File: config.mk
export PLATFORM = sky130hd
export DESIGN_NAME = uart_config_frame_flat
export DESIGN_NICKNAME = d
export VERILOG_FILES = /design/src/rtl/uart_config_frame_if.sv /design/src/rtl/uart_config_frame.sv /design/src/flat_wrapper.sv
export SDC_FILE = /design/constraint.sdc
export NUM_CORES = 1
export LEC_CHECK = 0
export BUFFER_PORTS_ARGS = -buffer_cell sky130_fd_sc_hd__buf_2
export CAP_MARGIN = 20
export CORE_UTILIZATION = 59
export DETAILED_ROUTE_END_ITERATION = 12
export PLACE_DENSITY = 0.8
export SLEW_MARGIN = 20
export SYNTH_ARGS = -nofsm -noshare
export SYNTH_HDL_FRONTEND = slang
export SYNTH_SLANG_ARGS = --single-unit
File: constraint.sdc
create_clock -name clk -period 2.6 [get_ports clk]
set_clock_uncertainty 0.2 [all_clocks]
set_input_delay 0.52 -clock clk [delete_from_list [all_inputs] [get_ports clk]]
set_output_delay 0.52 -clock clk [all_outputs]
set_load 0.03 [all_outputs]
File: src/rtl/uart_config_frame_if.sv
// Serial-in / parallel-config bundle for uart_config_frame.
// The uart_tx line exists only when UART_CFG_ACK_EN is defined.
interface uart_config_frame_if #(
  parameter int CONFIG_WIDTH = 52
);
  logic                    i_uart_rx;
  logic [CONFIG_WIDTH-1:0] o_config_bits;
  logic                    o_config_done;
  logic                    o_config_update;
  logic                    o_config_error;
  logic [2:0]              o_error_code;
  logic                    o_busy;
`ifdef UART_CFG_ACK_EN
  logic                    o_uart_tx;

  modport master (
    output i_uart_rx,
    input  o_config_bits, o_config_done, o_config_update,
    input  o_config_error, o_error_code, o_busy, o_uart_tx
  );

  modport slave (
    input  i_uart_rx,
    output o_config_bits, o_config_done, o_config_update,
    output o_config_error, o_error_code, o_busy, o_uart_tx
  );
`else
  modport master (
    output i_uart_rx,
    input  o_config_bits, o_config_done, o_config_update,
    input  o_config_error, o_error_code, o_busy
  );

  modport slave (
    input  i_uart_rx,
    output o_config_bits, o_config_done, o_config_update,
    output o_config_error, o_error_code, o_busy
  );
`endif
endinterface

File: src/rtl/uart_config_frame.sv
// Framed, XOR-checksummed UART configuration loader (header, NUM_BYTES data, checksum).
// Define UART_CFG_ACK_EN to add an 8N1 ACK (06) / NAK (15) responder on o_uart_tx.
//
// state   | meaning
// HUNT    | waiting for HEADER_BYTE; stray bytes raise code 3
// DATA    | shifting in NUM_BYTES payload bytes, MSB byte first
// CSUM    | expecting the running XOR of the payload
module uart_config_frame #(
  parameter int         CLK_FREQ        = 160,
  parameter int         BAUD_RATE       = 10,
  parameter int         CONFIG_WIDTH    = 52,
  parameter logic [7:0] HEADER_BYTE     = 8'hA5,
  parameter int         TIMEOUT_BITS    = 32,
  parameter bit         LOCK_AFTER_LOAD = 1'b0
) (
  input logic                clk,
  input logic                rst,
  uart_config_frame_if.slave cfg
);
  localparam int BAUD_DIV  = CLK_FREQ / BAUD_RATE;
  localparam int HALF_DIV  = BAUD_DIV / 2;
  localparam int NUM_BYTES = (CONFIG_WIDTH + 7) / 8;
  localparam int ACC_W     = NUM_BYTES * 8;
  localparam int PAD       = ACC_W - CONFIG_WIDTH;
  localparam int TO_CLKS   = TIMEOUT_BITS * BAUD_DIV;
  localparam int BT_W      = $clog2(BAUD_DIV);
  localparam int TO_W      = $clog2(TO_CLKS + 1);
  localparam int BC_W      = $clog2(NUM_BYTES + 1);
  localparam logic [7:0] PAD_MASK = 8'((32'hFF << (8 - PAD)) & 32'hFF);

  typedef enum logic [2:0] {RX_IDLE, RX_START, RX_DATA, RX_STOP, RX_WAIT_HI} rx_state_t;
  typedef enum logic [1:0] {ST_HUNT, ST_DATA, ST_CSUM} st_t;

  rx_state_t         r_rx_state;
  logic              r_rx_s1, r_rx_s2, r_rx_prev;
  logic [BT_W-1:0]   r_rx_tmr;
  logic [2:0]        r_rx_bit;
  logic [7:0]        r_rx_sr;

  st_t               r_state;
  logic [ACC_W-1:0]  r_acc;
  logic [7:0]        r_xor;
  logic [BC_W-1:0]   r_cnt;
  logic [TO_W-1:0]   r_to_cnt;
  logic              r_to_run;

  logic [CONFIG_WIDTH-1:0] r_bits;
  logic              r_done, r_update, r_error, r_busy;
  logic [2:0]        r_code;

  logic w_lock, w_tick, w_start_edge, w_false_start, w_byte_vld, w_frame_err;
  logic w_timeout, w_pad_bad, w_commit, w_err_evt, w_abort;
  logic [2:0] w_err_code;

  assign w_lock        = LOCK_AFTER_LOAD && r_done;
  assign w_tick        = (r_rx_tmr == '0);
  assign w_start_edge  = (r_rx_state == RX_IDLE) && r_rx_prev && !r_rx_s2 && !w_lock;
  assign w_false_start = (r_rx_state == RX_START) && w_tick && r_rx_s2;
  assign w_byte_vld    = (r_rx_state == RX_STOP) && w_tick && r_rx_s2;
  assign w_frame_err   = (r_rx_state == RX_STOP) && w_tick && !r_rx_s2;
  assign w_timeout     = r_to_run && (r_to_cnt == '0);

  // Byte receiver: mid-bit sampling from the synchronised falling edge.
  always_ff @(posedge clk) begin
    if (rst) begin
      r_rx_s1    <= 1'b1;
      r_rx_s2    <= 1'b1;
      r_rx_prev  <= 1'b1;
      r_rx_state <= RX_IDLE;
      r_rx_tmr   <= '0;
      r_rx_bit   <= '0;
      r_rx_sr    <= '0;
    end else begin
      r_rx_s1   <= cfg.i_uart_rx;
      r_rx_s2   <= r_rx_s1;
      r_rx_prev <= r_rx_s2;
      if (!w_tick) r_rx_tmr <= r_rx_tmr - 1'b1;
      case (r_rx_state)
        RX_IDLE: if (w_start_edge) begin
          r_rx_state <= RX_START;
          r_rx_tmr   <= BT_W'(HALF_DIV - 1);
        end
        RX_START: if (w_tick) begin
          if (r_rx_s2) r_rx_state <= RX_IDLE;
          else begin
            r_rx_state <= RX_DATA;
            r_rx_tmr   <= BT_W'(BAUD_DIV - 1);
            r_rx_bit   <= '0;
          end
        end
        RX_DATA: if (w_tick) begin
          r_rx_sr  <= {r_rx_s2, r_rx_sr[7:1]};
          r_rx_tmr <= BT_W'(BAUD_DIV - 1);
          if (r_rx_bit == 3'd7) r_rx_state <= RX_STOP;
          else r_rx_bit <= r_rx_bit + 1'b1;
        end
        RX_STOP: if (w_tick) r_rx_state <= r_rx_s2 ? RX_IDLE : RX_WAIT_HI;
        RX_WAIT_HI: if (r_rx_s2) r_rx_state <= RX_IDLE;
        default: r_rx_state <= RX_IDLE;
      endcase
    end
  end

  // Event decode shared by the frame FSM and the optional responder.
  always_comb begin
    w_pad_bad  = (r_state == ST_DATA) && (r_cnt == '0) && ((r_rx_sr & PAD_MASK) != 8'h00);
    w_commit   = w_byte_vld && (r_state == ST_CSUM) && (r_rx_sr == r_xor);
    w_err_evt  = 1'b0;
    w_err_code = 3'd0;
    if (w_timeout) begin
      w_err_evt  = 1'b1;
      w_err_code = 3'd6;
    end else if (w_frame_err) begin
      w_err_evt  = 1'b1;
      w_err_code = 3'd1;
    end else if (w_false_start) begin
      w_err_evt  = 1'b1;
      w_err_code = 3'd2;
    end else if (w_byte_vld) begin
      case (r_state)
        ST_HUNT: if (r_rx_sr != HEADER_BYTE) begin
          w_err_evt  = 1'b1;
          w_err_code = 3'd3;
        end
        ST_DATA: if (w_pad_bad) begin
          w_err_evt  = 1'b1;
          w_err_code = 3'd4;
        end
        ST_CSUM: if (r_rx_sr != r_xor) begin
          w_err_evt  = 1'b1;
          w_err_code = 3'd5;
        end
        default: ;
      endcase
    end
    w_abort = w_err_evt && (r_state != ST_HUNT);
  end

  always_ff @(posedge clk) begin
    if (rst) begin
      r_state  <= ST_HUNT;
      r_acc    <= '0;
      r_xor    <= '0;
      r_cnt    <= '0;
      r_to_cnt <= '0;
      r_to_run <= 1'b0;
      r_bits   <= '0;
      r_done   <= 1'b0;
      r_update <= 1'b0;
      r_error  <= 1'b0;
      r_code   <= 3'd0;
      r_busy   <= 1'b0;
    end else begin
      r_update <= 1'b0;
      if (r_to_run) begin
        if (w_start_edge) r_to_run <= 1'b0;
        else if (r_to_cnt != '0) r_to_cnt <= r_to_cnt - 1'b1;
      end
      if (w_err_evt) begin
        r_error <= 1'b1;
        r_code  <= w_err_code;
      end
      if (w_abort) begin
        r_state  <= ST_HUNT;
        r_busy   <= 1'b0;
        r_to_run <= 1'b0;
      end else if (w_commit) begin
        r_bits   <= r_acc[CONFIG_WIDTH-1:0];
        r_update <= 1'b1;
        r_done   <= 1'b1;
        r_error  <= 1'b0;
        r_code   <= 3'd0;
        r_busy   <= 1'b0;
        r_to_run <= 1'b0;
        r_state  <= ST_HUNT;
      end else if (w_byte_vld) begin
        case (r_state)
          ST_HUNT: if (r_rx_sr == HEADER_BYTE) begin
            r_state  <= ST_DATA;
            r_acc    <= '0;
            r_xor    <= '0;
            r_cnt    <= '0;
            r_busy   <= 1'b1;
            r_to_run <= 1'b1;
            r_to_cnt <= TO_W'(TO_CLKS - 1);
          end
          ST_DATA: begin
            r_acc    <= (r_acc << 8) | ACC_W'(r_rx_sr);
            r_xor    <= r_xor ^ r_rx_sr;
            r_cnt    <= r_cnt + 1'b1;
            r_to_run <= 1'b1;
            r_to_cnt <= TO_W'(TO_CLKS - 1);
            if (r_cnt == BC_W'(NUM_BYTES - 1)) r_state <= ST_CSUM;
          end
          default: ;
        endcase
      end
    end
  end

  assign cfg.o_config_bits   = r_bits;
  assign cfg.o_config_done   = r_done;
  assign cfg.o_config_update = r_update;
  assign cfg.o_config_error  = r_error;
  assign cfg.o_error_code    = r_code;
  assign cfg.o_busy          = r_busy;

`ifdef UART_CFG_ACK_EN
  logic       w_ack_req;
  logic [7:0] w_ack_byte;
  logic       r_tx_busy, r_tx_line, r_pend_vld;
  logic [7:0] r_pend_byte;
  logic [8:0] r_tx_sr;
  logic [3:0] r_tx_bits;
  logic [BT_W-1:0] r_tx_tmr;

  assign w_ack_req  = w_commit || w_abort;
  assign w_ack_byte = w_commit ? 8'h06 : 8'h15;

  // One-deep pending slot; a newer response replaces an unsent one.
  always_ff @(posedge clk) begin
    if (rst) begin
      r_tx_busy   <= 1'b0;
      r_tx_line   <= 1'b1;
      r_pend_vld  <= 1'b0;
      r_pend_byte <= '0;
      r_tx_sr     <= '1;
      r_tx_bits   <= '0;
      r_tx_tmr    <= '0;
    end else begin
      if (!r_tx_busy && r_pend_vld) r_pend_vld <= 1'b0;
      if (w_ack_req && (r_tx_busy || r_pend_vld)) begin
        r_pend_vld  <= 1'b1;
        r_pend_byte <= w_ack_byte;
      end
      if (!r_tx_busy) begin
        if (r_pend_vld || w_ack_req) begin
          r_tx_busy <= 1'b1;
          r_tx_line <= 1'b0;
          r_tx_sr   <= {1'b1, (r_pend_vld ? r_pend_byte : w_ack_byte)};
          r_tx_bits <= 4'd9;
          r_tx_tmr  <= BT_W'(BAUD_DIV - 1);
        end
      end else if (r_tx_tmr != '0) begin
        r_tx_tmr <= r_tx_tmr - 1'b1;
      end else if (r_tx_bits == 4'd0) begin
        r_tx_busy <= 1'b0;
      end else begin
        r_tx_line <= r_tx_sr[0];
        r_tx_sr   <= {1'b1, r_tx_sr[8:1]};
        r_tx_bits <= r_tx_bits - 1'b1;
        r_tx_tmr  <= BT_W'(BAUD_DIV - 1);
      end
    end
  end

  assign cfg.o_uart_tx = r_tx_line;
`endif
endmodule

File: src/flat_wrapper.sv
// flat-port wrapper written by rule: the top's interface ports become plain ports
module uart_config_frame_flat 
#(
  parameter int         CLK_FREQ        = 160,
  parameter int         BAUD_RATE       = 10,
  parameter int         CONFIG_WIDTH    = 52,
  parameter logic [7:0] HEADER_BYTE     = 8'hA5,
  parameter int         TIMEOUT_BITS    = 32,
  parameter bit         LOCK_AFTER_LOAD = 1'b0
)
  (clk, rst, cfg_i_uart_rx, cfg_o_config_bits, cfg_o_config_done, cfg_o_config_update, cfg_o_config_error, cfg_o_error_code, cfg_o_busy);
  uart_config_frame_if #(.CONFIG_WIDTH(CONFIG_WIDTH)) cfg_i ();
  input logic clk;
  input logic rst;
  input wire logic [$bits(cfg_i.i_uart_rx)-1:0] cfg_i_uart_rx;
  output wire logic [$bits(cfg_i.o_config_bits)-1:0] cfg_o_config_bits;
  output wire logic [$bits(cfg_i.o_config_done)-1:0] cfg_o_config_done;
  output wire logic [$bits(cfg_i.o_config_update)-1:0] cfg_o_config_update;
  output wire logic [$bits(cfg_i.o_config_error)-1:0] cfg_o_config_error;
  output wire logic [$bits(cfg_i.o_error_code)-1:0] cfg_o_error_code;
  output wire logic [$bits(cfg_i.o_busy)-1:0] cfg_o_busy;
  assign cfg_i.i_uart_rx = cfg_i_uart_rx;
  assign cfg_o_config_bits = cfg_i.o_config_bits;
  assign cfg_o_config_done = cfg_i.o_config_done;
  assign cfg_o_config_update = cfg_i.o_config_update;
  assign cfg_o_config_error = cfg_i.o_config_error;
  assign cfg_o_error_code = cfg_i.o_error_code;
  assign cfg_o_busy = cfg_i.o_busy;
  uart_config_frame #(.CLK_FREQ(CLK_FREQ), .BAUD_RATE(BAUD_RATE), .CONFIG_WIDTH(CONFIG_WIDTH), .HEADER_BYTE(HEADER_BYTE), .TIMEOUT_BITS(TIMEOUT_BITS), .LOCK_AFTER_LOAD(LOCK_AFTER_LOAD)) u_core (.clk(clk), .rst(rst), .cfg(cfg_i));
endmodule
**Word-level counts from Yosys, hierarchy flattened**

Index checks and enable logic that the tools add are counted.
W data, S select, Z words.

- Mux-type cells: 65
- Reductions and logical operators: 33
- Eq/ne operators: 22
- Bitwise operators: 4
- Add/subtract/negate cells: 4

Operators by type and width:

| kind | number |
|---|---|
| $pmux W52 S2 | 1 |
| $mux W10 | 7 |
| $mux W3 | 21 |
| $mux W52 | 1 |
| $or A52 B8 Y52 | 1 |
| $mux W4 | 5 |
| $pmux W10 S2 | 1 |
| $pmux W8 S2 | 1 |
| $mux W1 | 15 |
| $pmux W3 S5 | 1 |
| $ne A2 B1 Y1 const B | 7 |
| $logic_and A1 B1 Y1 | 13 |
| $pmux W3 S2 | 2 |
| $pmux W4 S3 | 1 |
| $logic_not A10 Y1 | 1 |
| $reduce_and A5 Y1 | 2 |
| $reduce_bool A10 Y1 | 1 |
| $sub A10 B1 Y10 const B | 1 |
| $eq A3 B3 Y1 const B | 3 |
| $pmux W3 S3 | 1 |
| $eq A8 B8 Y1 | 1 |
| $eq A8 B8 Y1 const B | 1 |
| $mux W2 | 4 |
| $mux W8 | 1 |
| other kinds (26) | 35 |

- Word-level logic and storage cells: 147
- Bits in registers: 156
- Output and inout bits: 59
- Bits of input ports: 3

**Longest topological paths before layout**

- Depth after elaboration: 12
- Mapped depth: 9
- Gate-level depth less buffers: 9

**Worst setup path before layout**

OpenSTA, ideal clock, no wires.

- Path kind: register to register
- From: register u_core.r_rx_tmr[0]
- To: register u_core.r_to_cnt[1]
- Clock period less this slack: 2.263 ns
- Stages on the path, launching flop included: 10
- Arrival time: 1.930 ns
- Setup slack: 0.337 ns
- Setup time: 0.133 ns
- Buffers on the path: 2
- Data required time: 2.267 ns
- Path through: dfxtp_1 -> inv_1 -> ha_1 -> nand4bb_4 -> or3_4 -> o21a_1 -> buf_4 -> buf_4 -> o21ai_4 -> a31oi_1

- Word-level cells in the longest chain between the ends: 9
- Elaborated cells on any way between the ends: 16
- Those cells by class: 7 x mux; 9 x reduce/logical

Ends and longest elaborated chain:

| item | line | RTL |
|---|---|---|
| start: declaration | uart_config_frame.sv:36 | `logic [BT_W-1:0] r_rx_tmr;` |
| start signal: assignment | uart_config_frame.sv:77 | `if (!w_tick) r_rx_tmr <= r_rx_tmr - 1'b1;` |
| start signal: assignment | uart_config_frame.sv:81 | `r_rx_tmr <= BT_W'(HALF_DIV - 1);` |
| start signal: assignment | uart_config_frame.sv:87 | `r_rx_tmr <= BT_W'(BAUD_DIV - 1);` |
| $logic_not A4 Y1 * | uart_config_frame.sv:56 | `assign w_tick = (r_rx_tmr == '0);` |
| $logic_and A1 B1 Y1 | uart_config_frame.sv:59, uart_config_frame.sv:60 |  |
| $logic_and A1 B1 Y1 | uart_config_frame.sv:59 | `assign w_byte_vld = (r_rx_state == RX_STOP) && w_tick && r_rx_s2;` |
| $mux W1 | uart_config_frame.sv:119 | `end else if (w_byte_vld) begin` |
| $mux W1 | uart_config_frame.sv:116 | `end else if (w_false_start) begin` |
| $mux W1 | uart_config_frame.sv:113 | `end else if (w_frame_err) begin` |
| $mux W1 | uart_config_frame.sv:110 | `if (w_timeout) begin` |
| $logic_and A1 B1 Y1 | uart_config_frame.sv:136 | `w_abort = w_err_evt && (r_state != ST_HUNT);` |
| $mux W10 * | uart_config_frame.sv:163 | `if (w_abort) begin` |
| end signal: assignment | uart_config_frame.sv:157 | `else if (r_to_cnt != '0) r_to_cnt <= r_to_cnt - 1'b1;` |
| end signal: assignment | uart_config_frame.sv:185 | `r_to_cnt <= TO_W'(TO_CLKS - 1);` |
| end signal: assignment | uart_config_frame.sv:192 | `r_to_cnt <= TO_W'(TO_CLKS - 1);` |
| end: declaration | uart_config_frame.sv:44 | `logic [TO_W-1:0] r_to_cnt;` |

Mark *: on every way between the ends. The rest lies on a longest branch, timed or not.
A chain may end at the register's enable or synchronous reset.

**Worst setup path after layout**

- From: register u_core.r_rx_tmr[0]
- To: register u_core.r_acc[23]

- Word-level cells in the longest chain between the ends: 10
- Elaborated cells on any way between the ends: 16
- Those cells by class: 4 x mux; 2 x bitwise; 10 x reduce/logical

Ends and longest elaborated chain:

| item | line | RTL |
|---|---|---|
| $logic_not A4 Y1 * | uart_config_frame.sv:56 |  |
| $logic_and A1 B1 Y1 | uart_config_frame.sv:59, uart_config_frame.sv:60 |  |
| $logic_and A1 B1 Y1 | uart_config_frame.sv:59 |  |
| $mux W1 | uart_config_frame.sv:119 |  |
| $mux W1 | uart_config_frame.sv:116 |  |
| $mux W1 | uart_config_frame.sv:113 |  |
| $mux W1 | uart_config_frame.sv:110 |  |
| $logic_and A1 B1 Y1 | uart_config_frame.sv:136 |  |
| $not A1 Y1 (no source line) | -- |  |
| $reduce_and A5 Y1 (no source line) * | -- |  |
| end signal: assignment | uart_config_frame.sv:188 | `r_acc <= (r_acc << 8) \| ACC_W'(r_rx_sr);` |
| end: declaration | uart_config_frame.sv:41 | `logic [ACC_W-1:0] r_acc;` |

Marked as above.

==> impl_metrics.env <==
export IMPL_hp_class="reg2reg"
export IMPL_cp_num_buf_inv=5
export IMPL_drc=0
export IMPL_layout_drive_gt1_share_pct=21.2
export IMPL_path_class="reg2reg"
export IMPL_status="completed"
export IMPL_min_period_ns=2.57
export IMPL_crit_family="buffers and inverters"
export IMPL_fmax_mhz=390
export IMPL_numClockSinks=156
export IMPL_startpoint_type="flop"
export IMPL_grt_pass1_wl_mm=24.4
export IMPL_numPlacedInstances=854
export IMPL_slowest_delay_ns=0.44
export IMPL_slowest_stage="or3_4"
export IMPL_dp_hpwl_mm=9.40
export IMPL_vias=5598
export IMPL_die_area_sq_um=11200
export IMPL_yosysSeqAreaShare_pct=48.9
export IMPL_ant_nets=0
export IMPL_dpl_cell_area_sq_um=6840
export IMPL_synth_adder_area_share_pct=1.96
export IMPL_final_core_util_pct=73.3
export IMPL_grt_max_degree=68
export IMPL_cp_required_ns=2.87
export IMPL_whs_ns=0.216
export IMPL_grt_util_all_layers_pct=27.1
export IMPL_synth_top_family_by_area="compound AO/OA/AOI/OAI gates"
export IMPL_antenna_found_initial=0
export IMPL_vias_per_cell=6.24
export IMPL_grt_pass1_vias=5082
export IMPL_fin_cells=897
export IMPL_fp_dieW_microns=106
export IMPL_synth_compound_area_share_pct=24.9
export IMPL_async_flop_share_pct=0
export IMPL_ioPinCount=62
export IMPL_synth_distinct_cells=67
export IMPL_ir_drop_v=0.000400
export IMPL_synthCells=683
export IMPL_h_tree_depth=4
export IMPL_cts_clk_slew_worst_paths_ns=0.07
export IMPL_routed_wl_mm=16.0
export IMPL_crit_fanout=21
export IMPL_synth_area_mux_share_pct=0.646
export IMPL_antenna_cells=0
export IMPL_fin_ws_ns=0.0330
export IMPL_die_height_microns=106
export IMPL_worstMarginPinSlew_ns=0.704
export IMPL_cts_buffers=17
export IMPL_final_hold_viol_count=0
export IMPL_synth_edff_count=0
export IMPL_period_share_pct=98.7
export IMPL_root_buffer="clkbuf_8"
export IMPL_rows=37
export IMPL_max_slew_margin_pct=53.1
export IMPL_crit_path_cell_trace="inv_2 > ha_4 > buf_4 > nand4bb_4 > or3_4 > buf_4 > o21a_4 > o22ai_4 > buf_12 > clkbuf_16 > a22o_1"
export IMPL_clock_latency_ns=0.53
export IMPL_layout_common_cells="dfxtp_1, a21oi_1, nand3_1"
export IMPL_syn_to_final_growth_pct=19.5
export IMPL_synthXorXnorAreaFrac_pct=2.33
export IMPL_core_sq_um=10400
export IMPL_port_buffers=61
export IMPL_synthSimpleGateAreaFrac_pct=15.6
export IMPL_pre_cts_ws_ns=-0.000255
export IMPL_cts_tree="yes"
export IMPL_setup_viol=0
export IMPL_synth_net_count=696
export IMPL_ctsLongestPathBuffers=2
export IMPL_synth_ff_type="dfxtp_1"
export IMPL_finalWeightedCongestion=0.877
export IMPL_cap_violations=0
export IMPL_initial_core_util_pct=61.3
export IMPL_yosys_warnings=0
export IMPL_cp_common_cell="buf_4"
export IMPL_critical_path_arrival_ns=2.84
export IMPL_endpoint_kind="flop"
export IMPL_avgRoutedWirePerCell_microns=17.9
export IMPL_grt_remaining_overflow=0
export IMPL_fin_area_sq_um=7640
export IMPL_syn_area_per_cell_sq_um=9.35
export IMPL_synth_area_sq_um=6390
export IMPL_drt_iter0_markers=562
export IMPL_nets=761
export IMPL_p_per_area_nw_per_um2=754
export IMPL_p_leak_nw=3.01
export IMPL_slew_viol_final=0
export IMPL_layout_commonest_cell="dfxtp_1"
export IMPL_dr_pass1_iters=7
export IMPL_synth_seq_cells=156
[sequential cells by signal (all words and copies together), names as in the netlist]
| signal | count |
|---|---|
| u_core.cfg.o_config_bits | 52 |
| u_core.r_acc | 52 |
| u_core.r_to_cnt | 10 |
| u_core.r_rx_sr | 8 |
| u_core.r_xor | 8 |
| u_core.r_rx_tmr | 4 |
| u_core.cfg.o_error_code | 3 |
| u_core.r_cnt | 3 |
| u_core.r_rx_bit | 3 |
| u_core.r_rx_state | 3 |
| u_core.r_state | 2 |
| u_core.cfg.o_busy | 1 |
| u_core.cfg.o_config_done | 1 |
| u_core.cfg.o_config_error | 1 |
| u_core.cfg.o_config_update | 1 |
| u_core.r_rx_prev | 1 |
| u_core.r_rx_s1 | 1 |
| u_core.r_rx_s2 | 1 |
| u_core.r_to_run | 1 |
[metrics by stage]
stage               power [mW]   TNS [ns]
floorplan                 3.05          0
global placement          3.19          0
detailed placement        3.22  -0.000255
CTS                       5.67   -0.00501
global route              5.95     -0.675
finish                    5.76          0
[cell families after synthesis]
| kind of cell | count (synthesis) |
|---|---|
| XOR/XNOR | 17 |
| multiplexers | 4 |
| flip-flops | 156 |
| buffers and inverters | 75 |
| AO/OA/AOI/OAI | 246 |
| AND/OR/NAND/NOR | 175 |
| adder cells (fa/ha/maj) | 10 |
[final cells by class]
cell class	count	area (sq um)
Sequential cell	156	3120
Multi-Input combinational cell	453	2940
Fill cell	736	2780
Timing Repair Buffer	99	733
Clock buffer	17	414
Clock inverter	15	180
Tap cell	136	170
Inverter	21	78.8
[synth_stat cells (3+ instances only)]
cell type | count | area (sq um)
a21o_1 | 10 | 75.1
a21oi_1 | 82 | 410
a22o_1 | 45 | 394
a31oi_1 | 7 | 43.8
buf_2 | 19 | 95.1
buf_4 | 5 | 37.5
buf_6 | 6 | 67.6
clkbuf_1 | 22 | 82.6
dfxtp_1 | 156 | 3120
ha_1 | 10 | 125
inv_1 | 20 | 75.1
mux2i_1 | 3 | 30.0
nand2_1 | 23 | 86.3
nand2b_1 | 3 | 18.8
nand3_1 | 64 | 320
nand4_1 | 10 | 62.6
nor2_1 | 19 | 71.3
nor2b_1 | 3 | 18.8
nor3_1 | 20 | 100
o21ai_0 | 18 | 90.1
o21ai_1 | 52 | 260
o22a_1 | 8 | 70.1
or2_2 | 4 | 25.0
or3_1 | 5 | 31.3
xor2_1 | 15 | 131
[metal layers]
metal | track usage (%) | wire length (microns) | vias to the layer above
li1 | - | - | 2642
met1 | 35.6 | 6850 | 2663
met2 | 44.7 | 7730 | 257
met3 | 5.52 | 1180 | 36
met4 | 9.03 | 294 | 0
met5 | 0 | 0 | -
[repair_timing]
action | CTS | global route
gates cloned | 0 | 5
endpoints found under the hold margin | 1 | 0
hold buffers | 1 | 0
gates resized for setup | 3 | 8
pin swaps | 1 | 2
setup buffers | 0 | 5
endpoints found under the setup margin | 33 | 73
[power breakdown]
group	internal (mW)	switching [mW]	total [mW]
registers	2.44	0.0572	2.50
logic	0.317	0.464	0.781
clock network	1.41	1.07	2.48
total	4.16	1.59	5.76
[worst paths after layout]
kind / slack, ns / start / cells after the start / to
max reg2reg: 0.03 / u_core.r_rx_tmr[0] / 11 / u_core.r_acc[23]
max: 0.03 / u_core.r_rx_tmr[0] / 11 / u_core.r_acc[23]
min reg2reg: 0.22 / u_core.r_rx_s1 / 1 / u_core.r_rx_s2
min: 0.22 / u_core.r_rx_s1 / 1 / u_core.r_rx_s2
Note: power is estimated with default switching activity, not from simulation.
